==> src/rtl/nand_io_burst_pkg.sv <==
// nand_io_pkg: state encoding, transfer direction and default timing for the
// NAND burst IO unit.
package nand_io_pkg;

  typedef enum logic [1:0] {
    IO_IDLE,
    IO_WAIT,
    IO_STROBE,
    IO_HOLD
  } io_state_t;

  localparam logic IO_WRITE = 1'b0;
  localparam logic IO_READ  = 1'b1;

  localparam int unsigned DEF_DATA_W = 16;
  localparam int unsigned DEF_CNT_W  = 16;
  localparam int unsigned DEF_TW     = 8;
  localparam int unsigned DEF_T_WP   = 2;
  localparam int unsigned DEF_T_WH   = 2;
  localparam int unsigned DEF_T_REA  = 3;
  localparam int unsigned DEF_T_REH  = 2;

endpackage

==> src/rtl/nand_io_burst_if.sv <==
// nand_io_burst_if: sequencer/datapath handshake and DQ pad signals of the
// burst IO unit. The tim_cfg field exists only when NAND_IO_RUNTIME_TIMING_EN
// is defined.
interface nand_io_burst_if #(
  parameter int unsigned DATA_W = 16,
  parameter int unsigned CNT_W  = 16
`ifdef NAND_IO_RUNTIME_TIMING_EN
  , parameter int unsigned TW   = 8
`endif
);

  logic              start;
  logic              dir;
  logic [CNT_W-1:0]  count;
  logic [DATA_W-1:0] wr_data;
  logic              wr_valid;
  logic              wr_ready;
  logic [DATA_W-1:0] rd_data;
  logic              rd_valid;
  logic [DATA_W-1:0] io_din;
  logic [DATA_W-1:0] io_dout;
  logic              io_oe;
  logic              io_ctrl;
  logic              busy;
  logic              done;
`ifdef NAND_IO_RUNTIME_TIMING_EN
  logic [4*TW-1:0]   tim_cfg;

  modport master (
    output start, dir, count, wr_data, wr_valid, io_din, tim_cfg,
    input  wr_ready, rd_data, rd_valid, io_dout, io_oe, io_ctrl, busy, done
  );

  modport slave (
    input  start, dir, count, wr_data, wr_valid, io_din, tim_cfg,
    output wr_ready, rd_data, rd_valid, io_dout, io_oe, io_ctrl, busy, done
  );
`else
  modport master (
    output start, dir, count, wr_data, wr_valid, io_din,
    input  wr_ready, rd_data, rd_valid, io_dout, io_oe, io_ctrl, busy, done
  );

  modport slave (
    input  start, dir, count, wr_data, wr_valid, io_din,
    output wr_ready, rd_data, rd_valid, io_dout, io_oe, io_ctrl, busy, done
  );
`endif

endinterface

==> src/rtl/nand_io_burst_timer.sv <==
// nand_io_timer: loadable down-counter used for every strobe/hold phase.
// A phase of T cycles is obtained by loading T-1; expired is high at zero.
module nand_io_timer #(
  parameter int unsigned TW = 8
) (
  input  logic          clk,
  input  logic          reset,
  input  logic          i_load,
  input  logic [TW-1:0] i_load_val,
  output logic          o_expired
);

  logic [TW-1:0] r_cnt;

  // Load on phase entry, otherwise count down and park at zero.
  always_ff @(posedge clk) begin
    if (reset) begin
      r_cnt <= '0;
    end else if (i_load) begin
      r_cnt <= i_load_val;
    end else if (r_cnt != '0) begin
      r_cnt <= r_cnt - TW'(1);
    end
  end

  assign o_expired = (r_cnt == '0);

endmodule

==> src/rtl/nand_io_burst.sv <==
// nand_io_burst: multi-word burst engine between the NAND command sequencer
// and the DQ pads. Generates WE#/RE# on io_ctrl with configurable strobe-low
// and strobe-high times and supports write back-pressure via wr_valid.
// Optional feature macro: NAND_IO_RUNTIME_TIMING_EN (adds bus.tim_cfg,
// packed {T_REH, T_REA, T_WH, T_WP}, sampled when a burst is accepted).
module nand_io_burst
  import nand_io_pkg::*;
#(
  parameter int unsigned DATA_W = DEF_DATA_W,
  parameter int unsigned CNT_W  = DEF_CNT_W,
  parameter int unsigned TW     = DEF_TW,
  parameter int unsigned T_WP   = DEF_T_WP,
  parameter int unsigned T_WH   = DEF_T_WH,
  parameter int unsigned T_REA  = DEF_T_REA,
  parameter int unsigned T_REH  = DEF_T_REH
) (
  input  logic             clk,
  input  logic             reset,
  nand_io_burst_if.slave   bus
);

  io_state_t         r_state;
  logic              r_dir;
  logic [CNT_W-1:0]  r_remaining;
  logic [DATA_W-1:0] r_io_dout;
  logic [DATA_W-1:0] r_rd_data;
  logic              r_rd_valid;
  logic              r_io_oe;
  logic              r_io_ctrl;
  logic              r_busy;
  logic              r_done;

  // Timing offered with the start request, and timing in force for the burst.
  logic [TW-1:0]     w_cfg_wp, w_cfg_wh, w_cfg_rea, w_cfg_reh;
  logic [TW-1:0]     w_t_wp, w_t_wh, w_t_rea, w_t_reh;

  logic              w_start_ok;
  logic              w_word_ok;
  logic              w_strobe_end;
  logic              w_hold_end;
  logic              w_more;
  logic              w_tmr_exp;
  logic              w_tmr_load;
  logic [TW-1:0]     w_tmr_val;

`ifdef NAND_IO_RUNTIME_TIMING_EN
  logic [TW-1:0]     r_t_wp, r_t_wh, r_t_rea, r_t_reh;

  function automatic logic [TW-1:0] at_least_one(input logic [TW-1:0] v);
    return (v == '0) ? TW'(1) : v;
  endfunction

  assign w_cfg_wp  = at_least_one(bus.tim_cfg[0*TW +: TW]);
  assign w_cfg_wh  = at_least_one(bus.tim_cfg[1*TW +: TW]);
  assign w_cfg_rea = at_least_one(bus.tim_cfg[2*TW +: TW]);
  assign w_cfg_reh = at_least_one(bus.tim_cfg[3*TW +: TW]);

  // Freeze the runtime timing at burst acceptance for the whole burst.
  always_ff @(posedge clk) begin
    if (reset) begin
      r_t_wp  <= TW'(T_WP);
      r_t_wh  <= TW'(T_WH);
      r_t_rea <= TW'(T_REA);
      r_t_reh <= TW'(T_REH);
    end else if (w_start_ok) begin
      r_t_wp  <= w_cfg_wp;
      r_t_wh  <= w_cfg_wh;
      r_t_rea <= w_cfg_rea;
      r_t_reh <= w_cfg_reh;
    end
  end

  assign w_t_wp  = r_t_wp;
  assign w_t_wh  = r_t_wh;
  assign w_t_rea = r_t_rea;
  assign w_t_reh = r_t_reh;
`else
  assign w_cfg_wp  = TW'(T_WP);
  assign w_cfg_wh  = TW'(T_WH);
  assign w_cfg_rea = TW'(T_REA);
  assign w_cfg_reh = TW'(T_REH);

  assign w_t_wp  = w_cfg_wp;
  assign w_t_wh  = w_cfg_wh;
  assign w_t_rea = w_cfg_rea;
  assign w_t_reh = w_cfg_reh;
`endif

  assign w_start_ok   = (r_state == IO_IDLE) && bus.start && (bus.count != '0);
  assign w_word_ok    = (r_state == IO_WAIT) && bus.wr_valid;
  assign w_strobe_end = (r_state == IO_STROBE) && w_tmr_exp;
  assign w_hold_end   = (r_state == IO_HOLD) && w_tmr_exp;
  assign w_more       = (r_remaining != '0);

  // Select the phase length to load on every phase entry; the read-start
  // case must use the offered timing because the frozen copy is not yet valid.
  always_comb begin
    w_tmr_load = 1'b0;
    w_tmr_val  = '0;
    if (w_start_ok && (bus.dir == IO_READ)) begin
      w_tmr_load = 1'b1;
      w_tmr_val  = w_cfg_rea - TW'(1);
    end else if (w_word_ok) begin
      w_tmr_load = 1'b1;
      w_tmr_val  = w_t_wp - TW'(1);
    end else if (w_strobe_end) begin
      w_tmr_load = 1'b1;
      w_tmr_val  = (r_dir == IO_READ) ? (w_t_reh - TW'(1)) : (w_t_wh - TW'(1));
    end else if (w_hold_end && w_more && (r_dir == IO_READ)) begin
      w_tmr_load = 1'b1;
      w_tmr_val  = w_t_rea - TW'(1);
    end
  end

  nand_io_timer #(
    .TW (TW)
  ) u_timer (
    .clk        (clk),
    .reset      (reset),
    .i_load     (w_tmr_load),
    .i_load_val (w_tmr_val),
    .o_expired  (w_tmr_exp)
  );

  // Burst sequencer with registered strobe, drive-enable and status outputs.
  always_ff @(posedge clk) begin
    if (reset) begin
      r_state     <= IO_IDLE;
      r_dir       <= IO_WRITE;
      r_remaining <= '0;
      r_io_dout   <= '0;
      r_rd_data   <= '0;
      r_rd_valid  <= 1'b0;
      r_io_oe     <= 1'b0;
      r_io_ctrl   <= 1'b1;
      r_busy      <= 1'b0;
      r_done      <= 1'b0;
    end else begin
      r_rd_valid <= 1'b0;
      r_done     <= 1'b0;
      case (r_state)
        IO_IDLE: begin
          if (w_start_ok) begin
            r_dir       <= bus.dir;
            r_remaining <= bus.count;
            r_busy      <= 1'b1;
            if (bus.dir == IO_READ) begin
              r_state   <= IO_STROBE;
              r_io_ctrl <= 1'b0;
            end else begin
              r_state   <= IO_WAIT;
              r_io_oe   <= 1'b1;
            end
          end
        end
        IO_WAIT: begin
          if (bus.wr_valid) begin
            r_io_dout <= bus.wr_data;
            r_io_ctrl <= 1'b0;
            r_state   <= IO_STROBE;
          end
        end
        IO_STROBE: begin
          if (w_tmr_exp) begin
            r_state   <= IO_HOLD;
            r_io_ctrl <= 1'b1;
            if (r_remaining != '0) begin
              r_remaining <= r_remaining - CNT_W'(1);
            end
            if (r_dir == IO_READ) begin
              r_rd_data  <= bus.io_din;
              r_rd_valid <= 1'b1;
            end
          end
        end
        IO_HOLD: begin
          if (w_tmr_exp) begin
            if (!w_more) begin
              r_state <= IO_IDLE;
              r_done  <= 1'b1;
              r_busy  <= 1'b0;
              r_io_oe <= 1'b0;
            end else if (r_dir == IO_READ) begin
              r_state   <= IO_STROBE;
              r_io_ctrl <= 1'b0;
            end else begin
              r_state <= IO_WAIT;
            end
          end
        end
        default: r_state <= IO_IDLE;
      endcase
    end
  end

  // wr_ready is decoded from the WAIT state so the strobe falls exactly one
  // cycle after the accepting handshake.
  assign bus.wr_ready = (r_state == IO_WAIT) && bus.wr_valid;
  assign bus.rd_data  = r_rd_data;
  assign bus.rd_valid = r_rd_valid;
  assign bus.io_dout  = r_io_dout;
  assign bus.io_oe    = r_io_oe;
  assign bus.io_ctrl  = r_io_ctrl;
  assign bus.busy     = r_busy;
  assign bus.done     = r_done;

endmodule

==> src/flat_wrapper.sv <==
// flat-port wrapper written by rule: the top's interface ports become plain ports
module nand_io_burst_flat import nand_io_pkg::*;
#(
  parameter int unsigned DATA_W = DEF_DATA_W,
  parameter int unsigned CNT_W  = DEF_CNT_W,
  parameter int unsigned TW     = DEF_TW,
  parameter int unsigned T_WP   = DEF_T_WP,
  parameter int unsigned T_WH   = DEF_T_WH,
  parameter int unsigned T_REA  = DEF_T_REA,
  parameter int unsigned T_REH  = DEF_T_REH
)
  (clk, reset, bus_start, bus_dir, bus_count, bus_wr_data, bus_wr_valid, bus_io_din, bus_wr_ready, bus_rd_data, bus_rd_valid, bus_io_dout, bus_io_oe, bus_io_ctrl, bus_busy, bus_done);
  nand_io_burst_if #(.DATA_W(DATA_W), .CNT_W(CNT_W)) bus_i ();
  input  logic clk;
  input  logic reset;
  input wire logic [$bits(bus_i.start)-1:0] bus_start;
  input wire logic [$bits(bus_i.dir)-1:0] bus_dir;
  input wire logic [$bits(bus_i.count)-1:0] bus_count;
  input wire logic [$bits(bus_i.wr_data)-1:0] bus_wr_data;
  input wire logic [$bits(bus_i.wr_valid)-1:0] bus_wr_valid;
  input wire logic [$bits(bus_i.io_din)-1:0] bus_io_din;
  output wire logic [$bits(bus_i.wr_ready)-1:0] bus_wr_ready;
  output wire logic [$bits(bus_i.rd_data)-1:0] bus_rd_data;
  output wire logic [$bits(bus_i.rd_valid)-1:0] bus_rd_valid;
  output wire logic [$bits(bus_i.io_dout)-1:0] bus_io_dout;
  output wire logic [$bits(bus_i.io_oe)-1:0] bus_io_oe;
  output wire logic [$bits(bus_i.io_ctrl)-1:0] bus_io_ctrl;
  output wire logic [$bits(bus_i.busy)-1:0] bus_busy;
  output wire logic [$bits(bus_i.done)-1:0] bus_done;
  assign bus_i.start = bus_start;
  assign bus_i.dir = bus_dir;
  assign bus_i.count = bus_count;
  assign bus_i.wr_data = bus_wr_data;
  assign bus_i.wr_valid = bus_wr_valid;
  assign bus_i.io_din = bus_io_din;
  assign bus_wr_ready = bus_i.wr_ready;
  assign bus_rd_data = bus_i.rd_data;
  assign bus_rd_valid = bus_i.rd_valid;
  assign bus_io_dout = bus_i.io_dout;
  assign bus_io_oe = bus_i.io_oe;
  assign bus_io_ctrl = bus_i.io_ctrl;
  assign bus_busy = bus_i.busy;
  assign bus_done = bus_i.done;
  nand_io_burst #(.DATA_W(DATA_W), .CNT_W(CNT_W), .TW(TW), .T_WP(T_WP), .T_WH(T_WH), .T_REA(T_REA), .T_REH(T_REH)) u_core (.clk(clk), .reset(reset), .bus(bus_i));
endmodule
==> config.mk <==
export PLATFORM = sky130hd
export DESIGN_NAME = nand_io_burst_flat
export DESIGN_NICKNAME = d
export VERILOG_FILES = /design/src/rtl/nand_io_burst_pkg.sv /design/src/rtl/nand_io_burst_if.sv /design/src/rtl/nand_io_burst_timer.sv /design/src/rtl/nand_io_burst.sv /design/src/flat_wrapper.sv
export SDC_FILE = /design/constraint.sdc
export NUM_CORES = 1
export LEC_CHECK = 0
export BUFFER_PORTS_ARGS = -buffer_cell sky130_fd_sc_hd__buf_4
export CAP_MARGIN = 15
export CORE_MARGIN = 1
export CORE_UTILIZATION = 45
export CTS_BUF_LIST = sky130_fd_sc_hd__clkbuf_16
export DETAILED_ROUTE_END_ITERATION = 8
export GPL_TIMING_DRIVEN = 0
export PLACE_DENSITY = 0.71
export SETUP_SLACK_MARGIN = 0.05
export SYNTH_ARGS = -nofsm -noshare
export SYNTH_HDL_FRONTEND = slang
export SYNTH_SLANG_ARGS = --single-unit
==> constraint.sdc <==
create_clock -name clk -period 2.2 [get_ports clk]
set_input_delay 0.11 -clock clk [delete_from_list [all_inputs] [get_ports clk]]
set_output_delay 0.11 -clock clk [all_outputs]
set_load 0.02 [all_outputs]
# ---- After elaboration in Yosys (flattened, before gate mapping)
# Cells that the tools add are included.
# W data, S select, Z words.
dict set report op_classes {
  n_addsub 2
  eq_ne 13
  mux 39
  n_bitwise 3
  n_reduce_logical 26
}
# cell n
set ops {}
lappend ops {{$mux W16} 3}
lappend ops {{$pmux W16 S2} 1}
lappend ops {{$reduce_bool A16 Y1} 2}
lappend ops {{$mux W2} 11}
lappend ops {{$mux W1} 18}
lappend ops {{$mux W8} 2}
lappend ops {{$sub A16 B1 Y16 const B} 1}
lappend ops {{$ne A2 B1 Y1 const B} 6}
lappend ops {{$reduce_and A4 Y1} 3}
lappend ops {{$logic_and A1 B1 Y1} 8}
lappend ops {{$logic_not A8 Y1} 1}
lappend ops {{$ne A2 B2 Y1 const B} 4}
lappend ops {{$pmux W2 S4} 1}
lappend ops {{$reduce_bool A8 Y1} 1}
lappend ops {{$sub A8 B1 Y8 const B} 1}
lappend ops {{$reduce_and A7 Y1} 1}
lappend ops {{$reduce_bool A2 Y1} 3}
lappend ops {{$reduce_or A3 Y1} 2}
lappend ops {{$reduce_and A5 Y1} 1}
lappend ops {{$eq A2 B2 Y1 const B} 2}
lappend ops {{$pmux W1 S2} 2}
lappend ops {{$pmux W1 S4} 1}
lappend ops {{$reduce_and A2 Y1} 2}
lappend ops {{$not A1 Y1} 3}
lappend ops {{3 further kinds} 3}
dict set report word_totals {
  regBits 64
  inputBits 53
  output_inout_bits 38
  word_cells 94
}

# ---- Longest topological paths before layout
# Gate-level depths: netlist of the first run.
dict set report logic_depth {
  depth_word 9
  mapped_depth 10
}

# ---- By module
# Synthesis of the first run repeated with hierarchy kept, for this count alone.
dict set report hier_totals {
  hier_cells 389
  hier_area_um2 3148.0
}
# module instances cells_per_inst area_each_um2
set by_module_without_submodules {}
lappend by_module_without_submodules {nand_io_burst 1 336 2672.6}
lappend by_module_without_submodules {nand_io_timer 1 53 475.5}

# ---- Least setup slack after synthesis of the first run
# Ideal clock, no wire load.
dict set report synth_timing {
  path_kind {register to register}
  startpoint {register u_core.r_remaining[0]}
  endpoint {register u_core.r_remaining[5]}
  arrival_time_ps 1693
  required_time_ps 2068
  path_slack_ps 375
  path_stages_with_launch 10
  n_path_buf 2
  cell_sequence {dfxtp_1 -> inv_1 -> ha_1 -> nor3b_2 -> nand3_2 -> or2_1 -> buf_6 -> buf_6 -> a21oi_2 -> o31ai_2}
}
dict set report synth_via {
  elab_chain_len 4
  word_cells_on_any_way 7
}
# item line
set synth_lines {}
lappend synth_lines {{start, declared} nand_io_burst.sv:24} ;# logic [CNT_W-1:0] r_remaining;
lappend synth_lines {{start signal, assigned} nand_io_burst.sv:145} ;# r_remaining <= bus.count;
lappend synth_lines {{start signal, assigned} nand_io_burst.sv:168} ;# r_remaining <= r_remaining - CNT_W'(1);
lappend synth_lines {{$sub A16 B1 Y16} nand_io_burst.sv:168}
lappend synth_lines {{$mux W16} nand_io_burst.sv:167} ;# if (r_remaining != '0) begin
lappend synth_lines {{$mux W16} nand_io_burst.sv:164} ;# if (w_tmr_exp) begin
lappend synth_lines {{$pmux W16 S2} nand_io_burst.sv:141} ;# case (r_state)
# Several ways; a longest one is shown, not always the timed one. The select of a mux whose other input is x is not followed.
# A chain may end at the register's enable or synchronous reset.

# ---- Worst setup path after layout of the first run
dict set report layout_timing {
  startpoint {register u_core.r_remaining[0]}
  endpoint {register u_core.r_remaining[12]}
}
# The elaborated chain is that of the path after synthesis.

==> results of run 1 <==
==> logic make-up after synthesis <==
logic type	synth area share, %
multiplexers	0.3235
AND/OR/NAND/NOR	27.50
buffers and inverters	5.661
adder cells (fa/ha/maj)	1.213
XOR/XNOR	1.416
flip-flops	41.41
AO/OA/AOI/OAI	22.48
==> timing repair <==
action                     CTS  global route
setup endpoints to repair    0            28
setup buffers                0             0
gates resized for setup      0             8
==> layout make-up <==
cell class                 instances  area (sq um)
clock buffer                       9         225.2
buffer                            23         150.1
inverter                           7         26.28
tap                               77         96.34
multi-input combinational        286          1668
sequential                        64          1281
timing repair buffer              90         675.6
fill                             574          2302
clock inverter                     7         70.07
==> per-layer routing <==
layer  vias up  GRT usage (%)  share of wire (%)
li1       1558              -                  -
met1      1467          31.08                 45
met2       129          37.92                 48
met3        17          4.475                5.8
met4         0          10.94                1.9
met5         -              0                  0
==> layout by cell type, fill, tap and decap left out, types with 3 or more instances in the layout <==
cell type / n
nand2b_1: 3
clkinvlp_4: 3
and3_1: 7
buf_6: 7
nand3_1: 11
xnor2_1: 3
o31ai_1: 10
clkbuf_1: 11
o21ai_0: 7
nor4_1: 7
buf_4: 92
nand4_1: 5
o31ai_2: 4
a21oi_2: 3
nand2_1: 91
nor2_1: 17
clkbuf_16: 9
nor2b_1: 3
a21oi_1: 54
o211ai_1: 5
a31oi_1: 3
nor3_1: 7
dfxtp_1: 64
clkinv_1: 3
inv_1: 5
==> metrics by stage <==
step                      cells  utilization [%]
after CTS                   563            64.07
after global placement      547            59.53
after floorplan             380                -
after detailed placement    547            59.53
after global routing        563            64.55
final                       563            64.55
==> final timing paths <==
check                        start                      to  slack (ns)  depth (start not counted)
min                  bus_io_din[2]   u_core.bus.rd_data[2]        0.03                          3
min reg2reg  u_core.bus.rd_data[6]   u_core.bus.rd_data[6]        0.45                          2
max reg2reg  u_core.r_remaining[0]  u_core.r_remaining[12]        0.12                          9
max          u_core.r_remaining[0]  u_core.r_remaining[12]        0.12                          9
==> flip-flops by register name, indices dropped and copies added (netlist names) <==
register,count
u_core.bus.io_dout,16
u_core.bus.rd_data,16
u_core.r_remaining,16
u_core.u_timer.r_cnt,8
u_core.r_state,2
u_core.bus.busy,1
u_core.bus.done,1
u_core.bus.io_ctrl,1
u_core.bus.io_oe,1
u_core.bus.rd_valid,1
u_core.r_dir,1
==> critical path: stages (launching register included) <==
cell	delay (ns)
dfxtp_1	0.35
inv_1	0.11
ha_2	0.21
nor3b_4	0.31
nand3_4	0.16
or2_1	0.27
buf_6	0.14
buf_6	0.15
a21oi_2	0.16
o31ai_2	0.08
==> power by group <==
part | internal [mW] | switching [mW] | total [mW]
Sequential | 1.42 | 0.307 | 1.73
Clock | 0.874 | 0.530 | 1.40
Combinational | 1.05 | 1.42 | 2.48
Total | 3.34 | 2.26 | 5.61
==> flow_summary_export.csv, run 1 <==
group,metric,value,unit
status,status,"complete, but fails checks",
status,violations,"DRC",
global_route,overflow,0,
layout,drive_above_1_share,28.60,%
worst_setup_path,arrival,2.26,ns
sta,hold-worst-slack,0.02704,ns
clock_tree,cts_hold_buffers,0,
synth,netlist.area_leader.share,41.41,%
floorplan,start_util,47.64,%
place,placed_cell_area,3866,sq um
clock_tree,cts_root_buffer,"clkbuf_16",
power,cellPowerDensity,1337,nW/um^2
sta,worst_slew_pin_slew,0.6366,ns
routing,postRouteAntennaNets,0,
sta,setup_violations,0,
floorplan,die_x,84.92,microns
routing,drc,5,
synth,yosysTopAreaCell,"dfxtp_1",
place,portBuffers,90,
global_route,grt.total_usage,23.68,%
sta,setup_tns,0,ns
floorplan,die_h,84.92,microns
sta,timing.fmax,0.4816,GHz
place,gp_congestion,0.9016,
worst_setup_path,worstPathRequired,2.39,ns
synth,syn-cell-area,3094,sq um
synth,ys_types,58,
sta,maxSlewHeadroom,57.56,%
global_route,grt_max_degree,13,
synth,synthesis.nets,436,
layout,area_growth,35.50,%
synth,synth_area_leaders,"dfxtp_1 (41%), nand2_1 (11%), a21oi_1 (8.7%), buf_6 (2.5%), o31ai_1 (2.4%)",
clock_tree,cts_tree,"yes",
routing,firstDrtPassIters,8,
routing,vias,3171,
routing,via_per_inst,5.632,
power,p_total,5.607,mW
clock_tree,clk_latency,0.33,ns
power,vdd_drop_max,870.1,uV
sta,hold_viol_final,0,
clock_tree,clock_path_buffers,2,
layout,n_antenna_cell,0,
run,cap_viol_max_count,0,
place,hpwlAfterDp,6170,microns
worst_setup_path,critPathLaunchType,"register",
sta,drv_slew,0,
floorplan,dieArea,7211,sq um
worst_setup_path,path_max_fanout,10,
worst_setup_path,end_kind,"register",
clock_tree,cts_sinks,64,
worst_setup_path,path_class,"register to register",
synth,synth_seq_cells,64,
floorplan,core,6495,sq um
synth,ys_seq_area_share,41.41,%
global_route,grt_first_pass_wirelength,13520,microns
global_route,first_global_vias,2889,
sta,rsz0062_at_grt,"false",
routing,avgRoutedWirePerCell,14.97,microns
synth,yosys.cell_count.top_type,"nand2_1",
clock_tree,cts_buffers,9,
global_route,antenna_found_initial,0,
clock_tree,clk_pin_slew_worst_paths,0.05,ns
floorplan,io_pins,91,
hold_path,hold_path.class,"input pin to register",
synth,synth-main-ff-cell,"dfxtp_1",
sta,fin_crit,2.076,ns
synth,syn_inst,380,
synth,async_flop_share,0,%
layout,layout.nets,537,
synth,synth_edf_count,0,
place,place_ws,0.07298,ns
power,p_leak,1.694,nW
sta,fin_crit_sh,94.38,%
clock_tree,cts_max_level,3,
routing,drt-initial-drc-count,206,
synth,synth.yosys.warnings,0,
routing,drt-total-wl,8429,microns
sta,fin_skew,0.006307,ns
layout,stdcell_area,4193,sq um
synth,netlist_top_cells_count,"nand2_1 (91), dfxtp_1 (64), a21oi_1 (54)",
sta,setup_ws,0.1236,ns
floorplan,num_rows,29,
synth,synth_area_per_cell,8.143,sq um
Power figures use the tool's default switching activity.
==> inputs of run 2 (changes only) <==
--- a/config.mk
+++ b/config.mk
@@ -6,13 +6,14 @@
 export NUM_CORES = 1
 export LEC_CHECK = 0
 export BUFFER_PORTS_ARGS = -buffer_cell sky130_fd_sc_hd__buf_4
-export CAP_MARGIN = 15
+export CAP_MARGIN = 40
 export CORE_MARGIN = 1
-export CORE_UTILIZATION = 45
+export CORE_UTILIZATION = 50
 export CTS_BUF_LIST = sky130_fd_sc_hd__clkbuf_16
 export DETAILED_ROUTE_END_ITERATION = 8
 export GPL_TIMING_DRIVEN = 0
-export PLACE_DENSITY = 0.71
+export PLACE_DENSITY = 0.78
+export RECOVER_POWER = 25
 export SETUP_SLACK_MARGIN = 0.05
 export SYNTH_ARGS = -nofsm -noshare
 export SYNTH_HDL_FRONTEND = slang
==> run 2 against run 1 <==
  * Final cell count down 0.36%
  * Combinational power fell by 2%
  * Critical path depth stayed put
  * Register-to-register slack better by 0.03 ns
  * The flow now finishes without violations
  * Clock-buffer cell count unchanged
  * Clock skew is essentially flat
  * Flip-flop and latch count unchanged
  * Setup slack improved by 0.026 ns
  * Largest power group unchanged
  * Fmax grew 1.3%
  * Cell area down 3.4%
  * Sequential power about the same
==> flow_summary_export.csv, run 2 (same netlist as run 1, synthesis figures left out) <==
group,metric,value,unit
worst_setup_path,arrival,2.24,ns
sta,setup_tns,0,ns
floorplan,core,5956,sq um
run,cap_viol_max_count,0,
global_route,antenna_found_initial,0,
power,vdd_drop_max,721.2,uV
worst_setup_path,crit_start,"u_core.r_remaining[0]",
worst_setup_path,cpMostUsedCell,"buf_6",
clock_tree,clk_latency,0.33,ns
sta,rsz0062_at_grt,"true",
floorplan,io_pins,91,
layout,drive_above_1_share,22.63,%
worst_setup_path,critPathLaunchType,"register",
global_route,first_global_vias,2957,
place,portBuffers,90,
layout,final_util,67.98,%
routing,vias,3218,
global_route,overflow,0,
worst_setup_path,path_class,"register to register",
worst_setup_path,slowest_delay,0.35,ns
floorplan,num_rows,28,
layout,stdcell_area,4049,sq um
worst_setup_path,r2r_start,"u_core.r_remaining[0]",
clock_tree,cts_buffers,9,
worst_setup_path,crit_chain,"inv_1, ha_2, nor3b_4, nand3_4, or2_1, buf_6, buf_6, a21oi_2, o31ai_2",
sta,maxSlewHeadroom,52.30,%
clock_tree,cts_sinks,64,
worst_setup_path,worstRegToRegCells,9,
sta,setup_violations,0,
floorplan,die_x,80.67,microns
worst_setup_path,path_max_fanout,10,
worst_setup_path,worst_r2r_endpoint,"u_core.r_remaining[11]",
routing,drc,0,
worst_setup_path,crit_end,"u_core.r_remaining[11]",
routing,firstDrtPassIters,5,
place,gp_congestion,0.8743,
worst_setup_path,slowest_stage,"dfxtp_1",
power,intPower,3.177,mW
power,p_sw_share,41.21,%
power,seqPwrFrac,31.9,%
sta,hold_viol_final,0,
clock_tree,cts_hold_buffers,0,
worst_setup_path,worstPathRequired,2.39,ns
routing,drt-total-wl,8580,microns
sta,drv_slew,0,
floorplan,dieArea,6507,sq um
worst_setup_path,reg2reg_slack,0.15,ns
sta,fin_skew,0.006478,ns
place,placed_cell_area,3864,sq um
place,hpwlAfterDp,6056,microns
global_route,grt_max_degree,11,
power,combPwrFrac,45.2,%
layout,final_common_cell,"nand2_1",
sta,fin_crit_sh,93.18,%
power,cellPowerDensity,1335,nW/um^2
clock_tree,cts_tree,"yes",
status,status,"finished, final reports clean",
clock_tree,clk_pin_slew_worst_paths,0.05,ns
routing,postRouteAntennaNets,0,
power,clkPwrFrac,23.0,%
power,p_leak,1.584,nW
routing,avgRoutedWirePerCell,15.29,microns
sta,fin_crit,2.050,ns
clock_tree,clock_path_buffers,2,
global_route,grt_first_pass_wirelength,13860,microns
floorplan,start_util,51.95,%
layout,layout.nets,538,
global_route,grt.total_usage,27.84,%
clock_tree,cts_max_level,3,
power,p_sw,2.227,mW
layout,n_antenna_cell,0,
worst_setup_path,end_kind,"register",
layout,seq_area,1281,sq um
layout,most-common-layout-cells,"nand2_1 (91), buf_4 (68), dfxtp_1 (64)",
routing,drt-initial-drc-count,283,
clock_tree,cts_root_buffer,"clkbuf_16",
hold_path,hold_path.class,"input pin to register",
sta,timing.fmax,0.4878,GHz
floorplan,die_h,80.67,microns
layout,multiInputGateArea,1654,sq um
routing,via_per_inst,5.736,
layout,nFillCells,527,
power,p_total,5.404,mW
layout,area_growth,30.85,%
sta,worst_slew_pin_slew,0.7138,ns
-- run 2: how the worst min path moves through the flow --
stage | startpoint | endpoint | slack, ns | cells past startpoint
detailed placement | bus_wr_data[5] | u_core.bus.io_dout[5] | 0.37 | 3
CTS | bus_io_din[12] | u_core.bus.rd_data[12] | 0.03 | 3
global route | bus_wr_data[12] | u_core.bus.io_dout[12] | 0.03 | 3
floorplan | bus_wr_data[0] | u_core.bus.io_dout[0] | 0.25 | 2
finish | bus_io_din[0] | u_core.bus.rd_data[0] | 0.03 | 3
global placement | bus_wr_data[1] | u_core.bus.io_dout[1] | 0.36 | 3
-- run 2: repair_timing --
item / CTS / global route
endpoints found under the hold margin: 0 / 0
gates resized for setup: 1 / 4
setup buffers: 0 / 1
pin swaps: 0 / 1
endpoints found under the setup margin: 2 / 16
-- run 2: through the flow --
stage                     hold WS, ns  setup WS, ns  cells
after floorplan                0.2460        0.3749    380
after global placement         0.3564        0.1019    545
after detailed placement       0.3657       0.08395    545
after CTS                     0.02936       0.09829    560
after global routing          0.03148       0.02835    561
final                         0.03015        0.1500    561
-- run 2: metal layers --
layer / share of wire, % / GRT usage [%]
met1: 41 / 34.10
met2: 48 / 45.34
met3: 8.7 / 8.636
met4: 2.2 / 10.54
met5: 0 / 0
-- run 2: cell type report --
type	count	area share (%)
tap	75	2.318
timing repair buffer	91	14.56
inverter	7	0.6489
multi-input combinational	286	40.85
buffer	23	3.708
sequential	64	31.64
clock buffer	9	5.562
clock inverter	6	0.7108
-- run 2: power groups by stage --
| stage | registers (mW) | logic [mW] | clock network (mW) |
|---|---|---|---|
| 6_report | 1.72 | 2.44 | 1.24 |
| 5_1_grt | 1.76 | 2.68 | 1.30 |
| 4_1_cts | 1.71 | 2.39 | 1.25 |
| 3_5_place_dp | 1.73 | 2.34 | 0 |
| 3_3_place_gp | 1.72 | 2.30 | 0 |
| 2_1_floorplan | 1.74 | 1.73 | 0 |
-- run 2: critical path, delay by kind of cell (launching register included) --
family                     cells  cell delay [ns]
AOI/OAI and AO/OA              2             0.22
adders and majority gates      1             0.21
buffers and inverters          3             0.40
DFF                            1             0.35
and+or+nand+nor                3             0.72
==> inputs of run 3 (changes only) <==
--- a/config.mk
+++ b/config.mk
@@ -12,9 +12,11 @@
 export CTS_BUF_LIST = sky130_fd_sc_hd__clkbuf_16
 export DETAILED_ROUTE_END_ITERATION = 8
 export GPL_TIMING_DRIVEN = 0
-export PLACE_DENSITY = 0.78
+export PLACE_DENSITY = 0.77
 export RECOVER_POWER = 25
 export SETUP_SLACK_MARGIN = 0.05
 export SYNTH_ARGS = -nofsm -noshare
 export SYNTH_HDL_FRONTEND = slang
+export SYNTH_HIERARCHICAL = 1
 export SYNTH_SLANG_ARGS = --single-unit
+export TNS_END_PERCENT = 30
==> run 3 against run 2 <==
  * Clock-buffer cell count is the same
  * First-iteration DRC count grew 1.1%
  * Global-route usage grew 0.62 points
  * Via count grew 6.3%
  * Highest routed layer unchanged
  * Critical endpoint is now u_core/u_timer/r_cnt[5]
  * Setup slack lost 0.17 ns
  * Hold slack gained 0.0014 ns
  * The flow now finishes with violations (setup timing)
==> flow_summary_export.csv, run 3 <==
group,metric,value,unit
status,status,"complete, but fails checks",
status,violations,"setup timing",
synth,synth_area_leaders,"dfxtp_1 (41%), nand2_1 (11%), a21oi_1 (9.2%), o31ai_1 (2.6%), nor2_1 (2.0%)",
sta,hold-worst-slack,0.03152,ns
routing,drt-initial-drc-count,286,
worst_setup_path,path_max_fanout,7,
clock_tree,cts_root_buffer,"clkbuf_16",
synth,synth_compound_area_share,23.17,%
worst_setup_path,arrival,2.45,ns
worst_setup_path,worstRegToRegCells,8,
synth,ys_seq_area_share,40.70,%
place,gp_congestion,0.9037,
power,p_sw_share,38.20,%
sta,setup_violations,2,
global_route,grt.total_usage,28.46,%
clock_tree,cts_max_level,3,
power,cellPowerDensity,1210,nW/um^2
worst_setup_path,crit_start,"u_core/r_remaining[7]",
global_route,first_global_vias,3176,
routing,route.met2.wl,4663,microns
global_route,antenna_found_initial,0,
sta,fin_crit,2.221,ns
clock_tree,cts_buffers,9,
synth,synth-main-ff-cell,"dfxtp_1",
sta,hold_viol_final,0,
routing,drc,0,
synth,synth.yosys.warnings,6,
power,combPwrFrac,44.7,%
synth,synth_xor_area_share,1.113,%
sta,maxSlewHeadroom,54.49,%
sta,worst_slew_pin_slew,0.6775,ns
synth,netlist_top_cells_count,"nand2_1 (89), dfxtp_1 (64), a21oi_1 (58)",
layout,final_common_cell,"nand2_1",
sta,rsz0062_at_grt,"true",
hold_path,hold_path.class,"input pin to register",
worst_setup_path,worst_r2r_endpoint,"u_core/u_timer/r_cnt[5]",
synth,synth_top_family_by_area,"simple AND/OR/NAND/NOR gates",
sta,drv_slew,0,
layout,area_growth,41.49,%
sta,fin_crit_sh,101.0,%
synth,syn_inst,389,
place,portBuffers,90,
routing,top_layer,"met4",
routing,postRouteAntennaNets,0,
synth,synth_area_per_cell,8.093,sq um
synth,synth_seq_cells,64,
power,clkPwrFrac,25.5,%
floorplan,dieArea,6617,sq um
synth,ys_types,67,
global_route,overflow,0,
worst_setup_path,reg2reg_slack,-0.02,ns
worst_setup_path,slowest_delay,0.37,ns
synth,synthSimpleGateAreaFrac,28.62,%
routing,firstDrtPassIters,5,
global_route,grt_first_pass_wirelength,14470,microns
worst_setup_path,cpMostUsedCell,"nand2_2",
layout,final_util,74.35,%
layout,most-common-layout-cells,"nand2_1 (86), buf_4 (85), dfxtp_1 (59)",
floorplan,die_h,81.35,microns
worst_setup_path,crit_chain,"nor4_4, and4_1, buf_6, nand2_2, a32oi_2, nand2_2, or2_4, o32ai_2",
power,seqPwrFrac,29.8,%
power,vdd_drop_max,752.7,uV
sta,fin_skew,0.006685,ns
worst_setup_path,r2r_start,"u_core/r_remaining[7]",
clock_tree,cts_sinks,64,
place,hpwlAfterDp,6051,microns
floorplan,core,5991,sq um
floorplan,io_pins,91,
worst_setup_path,path_class,"register to register",
routing,via_per_inst,5.779,
synth,syn-cell-area,3148,sq um
worst_setup_path,worstPathRequired,2.43,ns
place,dp.cells,559,
layout,n_antenna_cell,0,
clock_tree,clock_path_buffers,2,
worst_setup_path,critPathLaunchType,"register",
worst_setup_path,end_kind,"register",
synth,netlist.area_leader.share,40.70,%
sta,setup_ws,-0.02136,ns
run,cap_viol_max_count,0,
power,p_sw,2.060,mW
routing,met3_length,687,microns
floorplan,die_x,81.35,microns
floorplan,start_util,52.55,%
synth,synthAdderAreaFrac,0.7949,%
worst_setup_path,slowest_stage,"nor4_4",
layout,layout.nets,567,
layout,nFillCells,463,
clock_tree,clk_latency,0.32,ns
synth,async_flop_share,0,%
power,p_leak,1.740,nW
power,intPower,3.332,mW
sta,timing.fmax,0.4502,GHz
layout,post_layout_nonfiller_instances,592,
routing,vias,3421,
clock_tree,clk_pin_slew_worst_paths,0.05,ns
synth,yosysTopAreaCell,"dfxtp_1",
synth,synth_edf_count,0,
clock_tree,cts_tree,"yes",
worst_setup_path,crit_end,"u_core/u_timer/r_cnt[5]",
layout,drive_above_1_share,30.75,%
floorplan,num_rows,28,
routing,wl_met1,3959,microns
routing,drt-total-wl,9546,microns
synth,synth.area.mux_share,0.3180,%
routing,avgRoutedWirePerCell,16.13,microns
global_route,grt_max_degree,14,
sta,setup_tns,-0.03091,ns
synth,yosys.cell_count.top_type,"nand2_1",
==> run 3: cell count changes after synthesis, moves of 4 or more <==
cell      previous run  this run
clkbuf_1            12        16
and3_1               7         3
buf_2                2         7
a21oi_1             54        58
o31ai_2              4         0
o211ai_1             5         1
buf_6                7         1
a211o_1              0         4
o32ai_1              1         6
==> run 3: timing repair <==
action / 4_1_cts / 5_1_grt
setup buffers: 12 / 6
endpoints found under the setup margin: 35 / 34
resized for setup: 18 / 20
pin swaps: 8 / 8
hold buffers: 0 / 0
==> run 3: layout make-up <==
type | count | area [sq um] | share of cell area [%]
inverter | 9 | 35.03 | 0.7865
clock buffer | 9 | 225.2 | 5.056
timing repair buffer | 108 | 728.2 | 16.35
sequential | 64 | 1287 | 28.90
clock inverter | 7 | 63.81 | 1.433
tap | 75 | 93.84 | 2.107
multi-input combinational | 295 | 1866 | 41.88
buffer | 25 | 155.1 | 3.483
==> run 3: routing by layer <==
metal | GRT usage [%] | up-vias
li1 | - | 1634
met1 | 35.10 | 1601
met3 | 6.292 | 30
met2 | 47.00 | 156
met5 | 0 | -
met4 | 12.86 | 0
==> run 3: stage by stage <==
stage / cell area, sq um / power, mW / setup WS, ns
5_1_grt: 4454 / 5.665 / -0.09901
4_1_cts: 4403 / 5.105 / 0.04310
2_1_floorplan: 3197 / 2.996 / 0.02976
3_3_place_gp: 3966 / 3.451 / -0.2987
6_report: 4454 / 5.392 / -0.02136
3_5_place_dp: 3966 / 3.502 / -0.3434
==> run 3: logic make-up after synthesis <==
family | Yosys count
and+or+nand+nor | 172
DFF | 64
adders and majority gates | 2
AOI/OAI and AO/OA | 110
other | 1
buffers and inverters | 35
xor gates and xnor gates | 4
muxes | 1
==> run 3: worst min-delay path by stage <==
stage | startpoint | endpoint | slack [ns] | cells after the start
6_report | bus_io_din[13] | u_core/bus.rd_data[13] | 0.03 | 3
5_1_grt | bus_io_din[9] | u_core/bus.rd_data[9] | 0.03 | 3
4_1_cts | bus_io_din[5] | u_core/bus.rd_data[5] | 0.03 | 3
3_5_place_dp | bus_io_din[8] | u_core/bus.rd_data[8] | 0.36 | 3
3_3_place_gp | bus_io_din[2] | u_core/bus.rd_data[2] | 0.36 | 3
2_1_floorplan | bus_dir | u_core/r_dir | 0.25 | 2
==> run 3: critical path, delay by kind of cell (launching register included) <==
kind,cells,cell delay [ns]
buffers and inverters,1,0.11
AND/OR/NAND/NOR,5,1.12
flip-flops,1,0.36
AO/OA/AOI/OAI,2,0.54
==> run 3: power groups by stage <==
stage                     sequential (mW)  clock, mW  combinational, mW
after floorplan                      1.62          0               1.38
after global placement               1.60          0               1.85
after detailed placement             1.61          0               1.89
after CTS                            1.59       1.39               2.13
after global routing                 1.63       1.44               2.59
final                                1.61       1.38               2.41
